[src/rtl/ldpc_bitflip_decoder_pkg.sv]
// Shared constants, parity-check rows and helpers for the 16-bit bit-flipping LDPC code.
// Check i covers p_i, d_i, d_(i+1), d_(i+3), with indices taken mod 8.
package ldpc_bitflip_decoder_pkg;

    localparam int CW_W   = 16;
    localparam int DATA_W = 8;
    localparam int PAR_W  = 8;

    // Row i selects codeword bits {i, 8+i, 8+(i+1)%8, 8+(i+3)%8}.
    localparam logic [CW_W-1:0] H_ROW [PAR_W] = '{
        16'h0B01, 16'h1602, 16'h2C04, 16'h5808,
        16'hB010, 16'h6120, 16'hC240, 16'h8580
    };

    typedef enum logic [1:0] {IDLE, CHECK, DONE} state_t;

    function automatic logic [PAR_W-1:0] ldpc_syndrome(input logic [CW_W-1:0] cw);
        logic [PAR_W-1:0] s;
        for (int i = 0; i < PAR_W; i++) begin
            s[i] = ^(cw & H_ROW[i]);
        end
        return s;
    endfunction

    // With the parity field zeroed, the syndrome is exactly the parity the data needs.
    function automatic logic [PAR_W-1:0] ldpc_encode(input logic [DATA_W-1:0] data);
        return ldpc_syndrome({data, {PAR_W{1'b0}}});
    endfunction

endpackage

[src/rtl/ldpc_bitflip_decoder_if.sv]
// Codeword-in / result-out valid-ready bundle for the bit-flipping decoder.
interface ldpc_bitflip_decoder_if #(
    parameter int ITER_W = 4
);
    import ldpc_bitflip_decoder_pkg::*;

    logic                in_valid;
    logic                in_ready;
    logic [CW_W-1:0]     codeword_in;
    logic                out_valid;
    logic                out_ready;
    logic [DATA_W-1:0]   data_out;
    logic [CW_W-1:0]     codeword_out;
    logic                error_detected;
    logic                error_corrected;
    logic                decode_fail;
    logic [ITER_W-1:0]   iter_count;

    modport master (
        output in_valid, codeword_in, out_ready,
        input  in_ready, out_valid, data_out, codeword_out,
               error_detected, error_corrected, decode_fail, iter_count
    );

    modport slave (
        input  in_valid, codeword_in, out_ready,
        output in_ready, out_valid, data_out, codeword_out,
               error_detected, error_corrected, decode_fail, iter_count
    );

endinterface

[src/rtl/ldpc_bitflip_decoder_unsat_select.sv]
// Combinational syndrome, per-bit unsatisfied-check count and lowest-index argmax flip choice.
module ldpc_bitflip_decoder_unsat_select
    import ldpc_bitflip_decoder_pkg::*;
(
    input  logic [CW_W-1:0]  cw,
    output logic [PAR_W-1:0] s,
    output logic [3:0]       flip_idx,
    output logic             any_err
);

    logic [1:0] cnt;
    logic [1:0] best;

    assign s       = ldpc_syndrome(cw);
    assign any_err = |s;

    // Strict '>' while scanning upward keeps the lowest index on ties (parity bits come first).
    always_comb begin
        flip_idx = '0;
        best     = '0;
        cnt      = '0;
        for (int b = 0; b < CW_W; b++) begin
            cnt = '0;
            for (int i = 0; i < PAR_W; i++) begin
                cnt = cnt + {1'b0, H_ROW[i][b] & s[i]};
            end
            if (cnt > best) begin
                best     = cnt;
                flip_idx = 4'(b);
            end
        end
    end

endmodule

[src/rtl/ldpc_bitflip_decoder.sv]
// Iterative hard-decision bit-flip decoder: one flip per CHECK cycle, result held in DONE until out_ready.
module ldpc_bitflip_decoder
    import ldpc_bitflip_decoder_pkg::*;
#(
    parameter int MAX_ITER = 4,
    parameter int ITER_W   = 4
) (
    input  logic                  clk,
    input  logic                  rst,
    ldpc_bitflip_decoder_if.slave bus
);

    localparam logic [ITER_W-1:0] MAX_IT = ITER_W'(MAX_ITER);

    state_t              state_q, state_n;
    logic [CW_W-1:0]     cw_q;
    logic [ITER_W-1:0]   iter_q;
    logic                det_q;
    logic                accept, do_flip, do_finish;

    logic [PAR_W-1:0]    syn;
    logic [3:0]          flip_idx;
    logic                any_err;
    logic                det_now;

    logic [CW_W-1:0]     cw_out_q;
    logic                det_out_q, corr_out_q, fail_out_q;
    logic [ITER_W-1:0]   iter_out_q;

    ldpc_bitflip_decoder_unsat_select u_sel (
        .cw       (cw_q),
        .s        (syn),
        .flip_idx (flip_idx),
        .any_err  (any_err)
    );

    always_ff @(posedge clk or posedge rst) begin
        if (rst) state_q <= IDLE;
        else     state_q <= state_n;
    end

    always_comb begin
        state_n      = state_q;
        bus.in_ready = 1'b0;
        bus.out_valid = 1'b0;
        accept       = 1'b0;
        do_flip      = 1'b0;
        do_finish    = 1'b0;
        case (state_q)
            IDLE: begin
                bus.in_ready = 1'b1;
                if (bus.in_valid) begin
                    accept  = 1'b1;
                    state_n = CHECK;
                end
            end
            CHECK: begin
                if (syn == '0 || iter_q == MAX_IT) begin
                    do_finish = 1'b1;
                    state_n   = DONE;
                end else begin
                    do_flip = 1'b1;
                end
            end
            DONE: begin
                bus.out_valid = 1'b1;
                if (bus.out_ready) state_n = IDLE;
            end
            default: state_n = IDLE;
        endcase
    end

    // iter_q is zero only on the first CHECK cycle, so that cycle's syndrome is the received one.
    assign det_now = (iter_q == '0) ? any_err : det_q;

    always_ff @(posedge clk or posedge rst) begin
        if (rst) begin
            cw_q       <= '0;
            iter_q     <= '0;
            det_q      <= 1'b0;
            cw_out_q   <= '0;
            det_out_q  <= 1'b0;
            corr_out_q <= 1'b0;
            fail_out_q <= 1'b0;
            iter_out_q <= '0;
        end else begin
            if (accept) begin
                cw_q   <= bus.codeword_in;
                iter_q <= '0;
            end
            if (state_q == CHECK && iter_q == '0) det_q <= any_err;
            if (do_flip) begin
                cw_q   <= cw_q ^ (CW_W'(1) << flip_idx);
                iter_q <= iter_q + ITER_W'(1);
            end
            if (do_finish) begin
                cw_out_q   <= cw_q;
                det_out_q  <= det_now;
                corr_out_q <= det_now & ~any_err;
                fail_out_q <= any_err;
                iter_out_q <= iter_q;
            end
        end
    end

    assign bus.codeword_out    = cw_out_q;
    assign bus.data_out        = cw_out_q[CW_W-1:PAR_W];
    assign bus.error_detected  = det_out_q;
    assign bus.error_corrected = corr_out_q;
    assign bus.decode_fail     = fail_out_q;
    assign bus.iter_count      = iter_out_q;

endmodule

[src/flat_wrapper.sv]
// flat-port wrapper written by rule: the top's interface ports become plain ports
module ldpc_bitflip_decoder_flat import ldpc_bitflip_decoder_pkg::*;
#(
    parameter int MAX_ITER = 4,
    parameter int ITER_W   = 4
)
  (clk, rst, bus_in_valid, bus_codeword_in, bus_out_ready, bus_in_ready, bus_out_valid, bus_data_out, bus_codeword_out, bus_error_detected, bus_error_corrected, bus_decode_fail, bus_iter_count);
  ldpc_bitflip_decoder_if #(.ITER_W(ITER_W)) bus_i ();
  input  logic clk;
  input  logic rst;
  input wire logic [$bits(bus_i.in_valid)-1:0] bus_in_valid;
  input wire logic [$bits(bus_i.codeword_in)-1:0] bus_codeword_in;
  input wire logic [$bits(bus_i.out_ready)-1:0] bus_out_ready;
  output wire logic [$bits(bus_i.in_ready)-1:0] bus_in_ready;
  output wire logic [$bits(bus_i.out_valid)-1:0] bus_out_valid;
  output wire logic [$bits(bus_i.data_out)-1:0] bus_data_out;
  output wire logic [$bits(bus_i.codeword_out)-1:0] bus_codeword_out;
  output wire logic [$bits(bus_i.error_detected)-1:0] bus_error_detected;
  output wire logic [$bits(bus_i.error_corrected)-1:0] bus_error_corrected;
  output wire logic [$bits(bus_i.decode_fail)-1:0] bus_decode_fail;
  output wire logic [$bits(bus_i.iter_count)-1:0] bus_iter_count;
  assign bus_i.in_valid = bus_in_valid;
  assign bus_i.codeword_in = bus_codeword_in;
  assign bus_i.out_ready = bus_out_ready;
  assign bus_in_ready = bus_i.in_ready;
  assign bus_out_valid = bus_i.out_valid;
  assign bus_data_out = bus_i.data_out;
  assign bus_codeword_out = bus_i.codeword_out;
  assign bus_error_detected = bus_i.error_detected;
  assign bus_error_corrected = bus_i.error_corrected;
  assign bus_decode_fail = bus_i.decode_fail;
  assign bus_iter_count = bus_i.iter_count;
  ldpc_bitflip_decoder #(.MAX_ITER(MAX_ITER), .ITER_W(ITER_W)) u_core (.clk(clk), .rst(rst), .bus(bus_i));
endmodule
[config.mk]
export PLATFORM = sky130hd
export DESIGN_NAME = ldpc_bitflip_decoder_flat
export DESIGN_NICKNAME = d
export VERILOG_FILES = /design/src/rtl/ldpc_bitflip_decoder_pkg.sv /design/src/rtl/ldpc_bitflip_decoder_if.sv /design/src/rtl/ldpc_bitflip_decoder_unsat_select.sv /design/src/rtl/ldpc_bitflip_decoder.sv /design/src/flat_wrapper.sv
export SDC_FILE = /design/constraint.sdc
export NUM_CORES = 1
export LEC_CHECK = 0
export ABC_AREA = 1
export CAP_MARGIN = 20
export CORE_ASPECT_RATIO = 1.5
export CORE_MARGIN = 1
export CORE_UTILIZATION = 50
export DETAILED_ROUTE_END_ITERATION = 7
export GPL_TIMING_DRIVEN = 0
export PLACE_DENSITY = 0.82
export SLEW_MARGIN = 10
export SYNTH_ARGS = -nofsm -noshare
export SYNTH_HDL_FRONTEND = slang
export SYNTH_SLANG_ARGS = --single-unit
export TNS_END_PERCENT = 1
[constraint.sdc]
create_clock -name clk -period 7.5 [get_ports clk]
set_input_delay 1.125 -clock clk [delete_from_list [all_inputs] [get_ports clk]]
set_output_delay 1.125 -clock clk [all_outputs]
set_load 0.02 [all_outputs]
==> run metrics, run 1 <==
Post-Syn Area per Cell 7.37 sq um; CP Buf/Inv Count 8; violations in the final reports setup timing; Die Area 0.00768 sq mm; mapped cell area 0.00366 sq mm; GRT overflow 0; Routed WL per cell 16.1 microns; clk_skew 0.00440 ns; CTS sink cnt 46; sequential cell area fraction in the yosys report 0.314; clock transition at the registers of the reported paths 0.09 ns; CP arrival 7.89 ns; CP Class reg -> reg; DRT Wirelength 12.0 mm; status finished with violations; clock buffer count from CTS 5; Slew @ Worst Pin 0.510 ns; slowest cell on the critical path dfrtp_2; worst hold path type reg -> reg; Antenna diodes 0; first-pass GRT wire length 18.7 mm; port bufs 52; Hold Violations, Final 0; final period utilization 1.02; hold buffer count at CTS 0; Period minus WS final 7.68 ns; Pins Over Slew Limit 0; via/cell ratio 5.27; layout cells sized above 1 0.369; CP Max Fanout 6; syn nets 548; CORE AREA 0.00699 sq mm; CTS tree yes; Clock Tree Buf Depth 2; 1st-iter DRT viols 168; Synth Register Bits 46; Distinct cells, synth 40; Worst setup EP type flop; clock latency on the worst-skew pair 0.31 ns; Rel. slew slack 0.660; DIE HEIGHT 107 microns; Cells after Synth 497; Hold Slack 0.495 ns; Area Overhead vs Synth 49.7%; overall global routing resource usage 0.318; Ports 53; Die W 71.9 microns; most frequent CP cell nand2_2; final setup fails 15; CP max stage delay 0.46 ns; vias in the first global route 4052; RSZ-0062 raised after global routing yes; largest area contributor in the netlist dfrtp_1; required time of the critical path 7.70 ns; Yosys warnings 0; commonest non-fill, non-tap cell in the layout nand2_1; initial core utilization 0.524; commonest cells after routing, fill and taps aside nand2_1 (120), buf_4 (97), clkdlybuf4s50_1 (52); startpoint types flop; Detailed Routing Iterations Pass 1 5; Top delay family on crit path simple AND/OR/NAND/NOR gates; via count 3945; largest cells by area after synthesis dfrtp_1 (31%), nand2_1 (14%), ha_1 (7.9%); initial antenna violation count 0; dpl ws -0.998 ns; final core occ 0.784; fin nets 701; Post-route DRC 0; H-tree depth 2; PnR worst setup slack -0.185 ns; # rows 37; largest net degree at the start of global routing 26; Root Buffer clkbuf_8; share of the synthesized area in the top cell type 0.314; Routability Congestion 0.926; max-cap check violation count 0; Routed Antenna Nets 0; Max Clock Freq 130 MHz; final setup TNS -1.76 ns; DP HPWL 7.69 mm
[what timing repair did]
| item | in CTS | in global routing |
|---|---|---|
| hold endpoints to repair | 0 | 0 |
| gates cloned | 0 | 0 |
| resized for setup | 50 | 41 |
| endpoints found under the setup margin | 16 | 16 |
| buffers inserted | 72 | 23 |
| pin swaps | 35 | 56 |
[synthesized netlist by cell type]
cell      number
fa_1           8
nand2_4        3
a21oi_1        4
a31oi_1        1
nand2_2       20
nor2_1        22
nand2_1      141
nand3_4        1
nor3_2         1
o21ai_0       27
nor2_4         2
clkinv_1       1
xnor2_1        6
and2_1         1
o21ai_2        3
inv_2         12
ha_1          23
nand4_1       11
nand3_2        2
o21ai_1       20
buf_4          8
a21boi_0       1
a21oi_2        1
xor2_1         8
clkbuf_1       5
clkinv_2       1
dfrtp_1       46
inv_1         59
o31ai_1        2
nor2_2         8
xnor2_2        1
buf_2          4
a21o_1         1
or2_2          1
nand2b_1       1
o211ai_1       1
o21a_1        13
o22ai_1        5
nand3_1       21
nor3_1         1
[state kept, by name, summed over array words and instances, names as in the netlist]
signal and count:
u_core.bus.codeword_out 16, u_core.cw_q 16, u_core.bus.error_corrected 1, u_core.bus.error_detected 1, u_core.bus.decode_fail 1, u_core.state_q 2
u_core.det_q 1, u_core.bus.iter_count 4, u_core.iter_q 4
[worst register-to-register path, delay by kind of cell (launching register included)]
kind | cells | cell delay (ns)
XOR/XNOR | 1 | 0.15
buffers and inverters | 8 | 0.66
flip-flops | 1 | 0.46
AO/OA/AOI/OAI | 13 | 1.36
adder cells (fa/ha/maj) | 8 | 2.09
AND/OR/NAND/NOR | 28 | 2.86
[through the flow]
step / instance area [sq um] / std cells
6_report: 5480 / 748
5_1_grt: 5480 / 748
4_1_cts: 5180 / 727
3_5_place_dp: 4370 / 647
3_3_place_gp: 4350 / 646
2_1_floorplan: 3700 / 497
[cell type report]
type	count	area (sq um)
clock inverters	1	8.76
multi-input cells	361	2460
flip-flops and latches	46	1160
well taps	97	121
plain buffers	17	98.8
fillers	473	1510
repair buffers	146	1250
inverters	73	292
clock buffers	7	86.3
[logic make-up (layout without fill, tap and decap cells)]
group                      Yosys count  in the layout  share of synthesized area
and+or+nand+nor                    236            236                      0.297
buffers and inverters               90            244                      0.102
AOI/OAI and AO/OA                   79             79                      0.126
DFF                                 46             46                      0.314
adders and majority gates           31             31                      0.122
xor gates and xnor gates            15             15                     0.0379
[routing by layer]
metal	wire [microns]	vias up	GRT usage
li1	-	1880	-
met1	4160	1871	0.319
met2	6730	143	0.616
met3	537	51	0.0498
met4	585	0	0.158
met5	0	-	0
[final timing paths]
path | from | to | slack, ns | cells after the start
min in group asynchronous | rst | u_core.bus.codeword_out[9] | 1.14 | 2
worst max register to register | u_core.cw_q[13] | u_core.cw_q[5] | -0.18 | 58
worst min register to register | u_core.bus.iter_count[1] | u_core.bus.iter_count[1] | 0.50 | 2
worst min-delay path | u_core.bus.iter_count[1] | u_core.bus.iter_count[1] | 0.50 | 2
worst max-delay path | u_core.cw_q[13] | u_core.cw_q[5] | -0.18 | 58
max in group asynchronous | rst | u_core.cw_q[5] | 5.84 | 3
Power of run 1 is left out: the tool's default activity adds up to more than one toggle a clock period on the data nets, which glitch-free logic cannot reach.
==> run 2, diff against run 1 <==
Settings changed: GPL_ROUTABILITY_DRIVEN from default to 0.
==> run metrics, run 2 (synthesized netlist as in run 1, its figures left out) <==
status finished with violations; CP Buf/Inv Count 8; Ports 53; Slew @ Worst Pin 0.530 ns; Hold EP u_core.det_q; fin nets 648; max-cap check violation count 0; violations in the final reports setup timing; final period utilization 1.01; via count 3711; register area 0.00116 sq mm; Die Area 0.00768 sq mm; DRT Wirelength 10.5 mm; H-tree depth 2; worst hold path type reg -> reg; port bufs 52; most frequent CP cell nand2_1; clk_skew 0.00253 ns; Routed Antenna Nets 0; Routed WL per cell 15.2 microns; final core occ 0.717; vias in the first global route 3619; Max Clock Freq 133 MHz; startpoint types flop; initial antenna violation count 0; PnR worst setup slack -0.0395 ns; RSZ-0062 raised after global routing yes; slowest cell on the critical path dfrtp_2; first-pass GRT wire length 16.2 mm; required time of the critical path 7.70 ns; Area Overhead vs Synth 36.9%; layout cells sized above 1 0.298; commonest cells after routing, fill and taps aside nand2_1 (127), clkdlybuf4s50_1 (52), inv_1 (47); clock transition at the registers of the reported paths 0.09 ns; Worst setup EP type flop; DIE HEIGHT 107 microns; Detailed Routing Iterations Pass 1 5; hold buffer count at CTS 0; DP HPWL 7.48 mm; clock latency on the worst-skew pair 0.30 ns; footprint of the multi-input gates 0.00240 sq mm; final setup fails 6; final setup TNS -0.157 ns; FF-to-FF path depth 59; commonest non-fill, non-tap cell in the layout nand2_1; CP arrival 7.74 ns; Antenna diodes 0; Period minus WS final 7.54 ns; CP Max Fanout 6; CTS tree yes; DP Area 0.00437 sq mm; largest net degree at the start of global routing 27; CP Class reg -> reg; Fillers 518; Clock Tree Buf Depth 2; CORE AREA 0.00699 sq mm; Hold Path Stages 2; Post-route DRC 0; Pins Over Slew Limit 0; Top delay family on crit path simple AND/OR/NAND/NOR gates; GRT overflow 0; worst reg2reg startpoint u_core.cw_q[14]; 1st-iter DRT viols 208; dpl ws -1.19 ns; initial core utilization 0.524; RR Endpoint u_core.cw_q[5]; overall global routing resource usage 0.273; Hold Violations, Final 0; worst reg2reg setup slack -0.04 ns; Hold Startpoint u_core.det_q; CP max stage delay 0.46 ns; Rel. slew slack 0.647; CTS sink cnt 46; clock buffer count from CTS 5; Root Buffer clkbuf_8; via/cell ratio 5.34; # rows 37; Die W 71.9 microns; final instance area 0.00501 sq mm
run 2: cell type report:
type	instances	area share
buffer	17	0.0197
clock inverter	3	0.00374
timing repair buffer	93	0.172
tap	97	0.0242
sequential	46	0.231
multi-input combinational	361	0.478
clock buffer	5	0.0137
inverter	73	0.0572
run 2: through the flow:
step / hold WS, ns / instances
global route: 0.519 / 695
CTS: 0.501 / 680
global placement: 0.469 / 646
floorplan: 0.453 / 497
detailed placement: 0.479 / 647
finish: 0.495 / 695
run 2: routing by layer:
| metal | vias up | GRT usage | part of all wire |
|---|---|---|---|
| met2 | 162 | 0.509 | 0.54 |
| li1 | 1768 | - | - |
| met1 | 1726 | 0.268 | 0.34 |
| met4 | 0 | 0.183 | 0.061 |
| met5 | - | 0 | 0 |
| met3 | 55 | 0.0489 | 0.055 |
run 2: worst max-delay path by stage:
stage	start	end	slack, ns	cells after the start
final	u_core.cw_q[14]	u_core.cw_q[5]	-0.04	59
after global routing	u_core.cw_q[8]	u_core.cw_q[5]	-0.49	56
after CTS	u_core.cw_q[8]	u_core.cw_q[5]	-0.07	58
after detailed placement	u_core.cw_q[11]	u_core.cw_q[2]	-1.19	58
after global placement	u_core.cw_q[12]	u_core.cw_q[2]	-0.82	58
after floorplan	u_core.cw_q[8]	u_core.cw_q[10]	-0.02	57
run 2: timing repair:
item	in CTS	in global routing
resized for setup	32	39
pin swaps	17	40
setup endpoints to repair	16	16
setup buffers	25	15
endpoints found under the hold margin	0	0
run 2: worst reg2reg max path: cells and delay by family, from the launching register on:
family          cells  cell delay [ns]
buf+inv             8             0.55
fa+ha+maj           8             1.98
compound gates     13             1.37
xor+xnor            1             0.13
simple gates       29             2.94
flops               1             0.46
Power of run 2 is left out for the same reason.
==> run 3, diff against run 2 <==
Settings changed: TNS_END_PERCENT 1 to 100.
==> run metrics, run 3 (synthesized netlist as in run 1, its figures left out) <==
status finished with violations; violations in the final reports setup timing; CP max stage delay 0.51 ns; Fillers 452; clk_skew 0.0166 ns; clock latency on the worst-skew pair 0.31 ns; worst reg2reg startpoint u_core.cw_q[8]; final core occ 0.778; worst reg2reg setup slack -0.19 ns; FF-to-FF path depth 49; final setup fails 14; first-pass GRT wire length 18.7 mm; initial core utilization 0.524; GR peak layer met2; Clock Tree Buf Depth 2; most frequent CP cell o21ai_2; dpl ws -1.07 ns; largest net degree at the start of global routing 28; # rows 37; commonest cells after routing, fill and taps aside nand2_1 (122), buf_4 (94), clkdlybuf4s50_1 (52); CTS tree yes; initial antenna violation count 0; overall global routing resource usage 0.314; Hold Slack 0.493 ns; via count 4116; Max Clock Freq 130 MHz; clock transition at the registers of the reported paths 0.11 ns; Area Overhead vs Synth 48.5%; final period utilization 1.02; 1st-iter DRT viols 357; RR Endpoint u_core.cw_q[13]; required time of the critical path 7.69 ns; worst hold path type reg -> reg; end point of the critical path u_core.cw_q[13]; RSZ-0062 raised after global routing yes; GRT overflow 0; DP HPWL 7.59 mm; DIE HEIGHT 107 microns; Pins Over Slew Limit 0; Rel. slew slack 0.589; commonest non-fill, non-tap cell in the layout nand2_1; Die Area 0.00768 sq mm; met2 usage 0.572; Hold Violations, Final 0; Root Buffer clkbuf_8; Worst setup EP type flop; CTS sink cnt 46; Die W 71.9 microns; H-tree depth 2; Post-route DRC 0; Detailed Routing Iterations Pass 1 5; PnR worst setup slack -0.186 ns; hold buffer count at CTS 0; CP arrival 7.88 ns; vias in the first global route 4112; Slew @ Worst Pin 0.616 ns; layout cells sized above 1 0.366; port bufs 52; CP Class reg -> reg; max-cap check violation count 0; Period minus WS final 7.69 ns; Routed WL per cell 17.1 microns; clock buffer count from CTS 5; DRT Wirelength 12.7 mm; met3 GRT Util 0.0414; Critical Path Start u_core.cw_q[8]; CP Max Fanout 5; slowest cell on the critical path fa_1; startpoint types flop; CORE AREA 0.00699 sq mm; final setup TNS -1.51 ns; fin nets 695; grt met1 use 0.317; Antenna diodes 0; Ports 53; via/cell ratio 5.55; Routed Antenna Nets 0
## run 3: layout make-up
| cell class | count | area [sq um] | share of cell area |
|---|---|---|---|
| Buffer | 17 | 98.8 | 0.0182 |
| Clock buffer | 5 | 68.8 | 0.0126 |
| Clock inverter | 3 | 18.8 | 0.00345 |
| Inverter | 73 | 289 | 0.0531 |
| Multi-Input combinational cell | 361 | 2480 | 0.456 |
| Sequential cell | 46 | 1160 | 0.213 |
| Tap cell | 97 | 121 | 0.0223 |
| Timing Repair Buffer | 140 | 1200 | 0.221 |
## run 3: metal layers
metal | vias to the layer above | wire length (microns)
met1 | 1896 | 4120
li1 | 1862 | -
met5 | - | 0
met2 | 259 | 6770
met4 | 0 | 1010
met3 | 99 | 818
## run 3: how the worst min path moves through the flow
stage	startpoint	to	slack [ns]	depth (start not counted)
CTS	u_core.bus.codeword_out[5]	u_core.bus.codeword_out[5]	0.50	2
floorplan	u_core.det_q	u_core.det_q	0.45	2
finish	u_core.bus.codeword_out[5]	u_core.bus.codeword_out[5]	0.49	2
global route	u_core.bus.codeword_out[3]	u_core.bus.codeword_out[3]	0.53	2
detailed placement	u_core.bus.codeword_out[5]	u_core.bus.codeword_out[5]	0.46	2
global placement	u_core.bus.error_detected	u_core.bus.error_detected	0.47	2
## run 3: critical path: cells and delay by family, from the launching register on
family / cells / cell delay, ns
compound gates: 15 / 1.89
xor+xnor: 3 / 0.69
flops: 1 / 0.50
buf+inv: 7 / 0.51
simple gates: 15 / 1.57
fa+ha+maj: 9 / 2.39
## run 3: repair_timing
action | 4_1_cts | 5_1_grt
resized for setup | 48 | 42
setup endpoints to repair | 16 | 16
setup buffers | 68 | 23
endpoints found under the hold margin | 0 | 0
gates cloned | 0 | 0
pin swaps | 36 | 53
## run 3: per-stage QoR
stage | area, sq um | cells
3_5_place_dp | 4370 | 647
5_1_grt | 5440 | 742
3_3_place_gp | 4350 | 646
2_1_floorplan | 3700 | 497
6_report | 5440 | 742
4_1_cts | 5160 | 723
Power of run 3 is left out for the same reason.
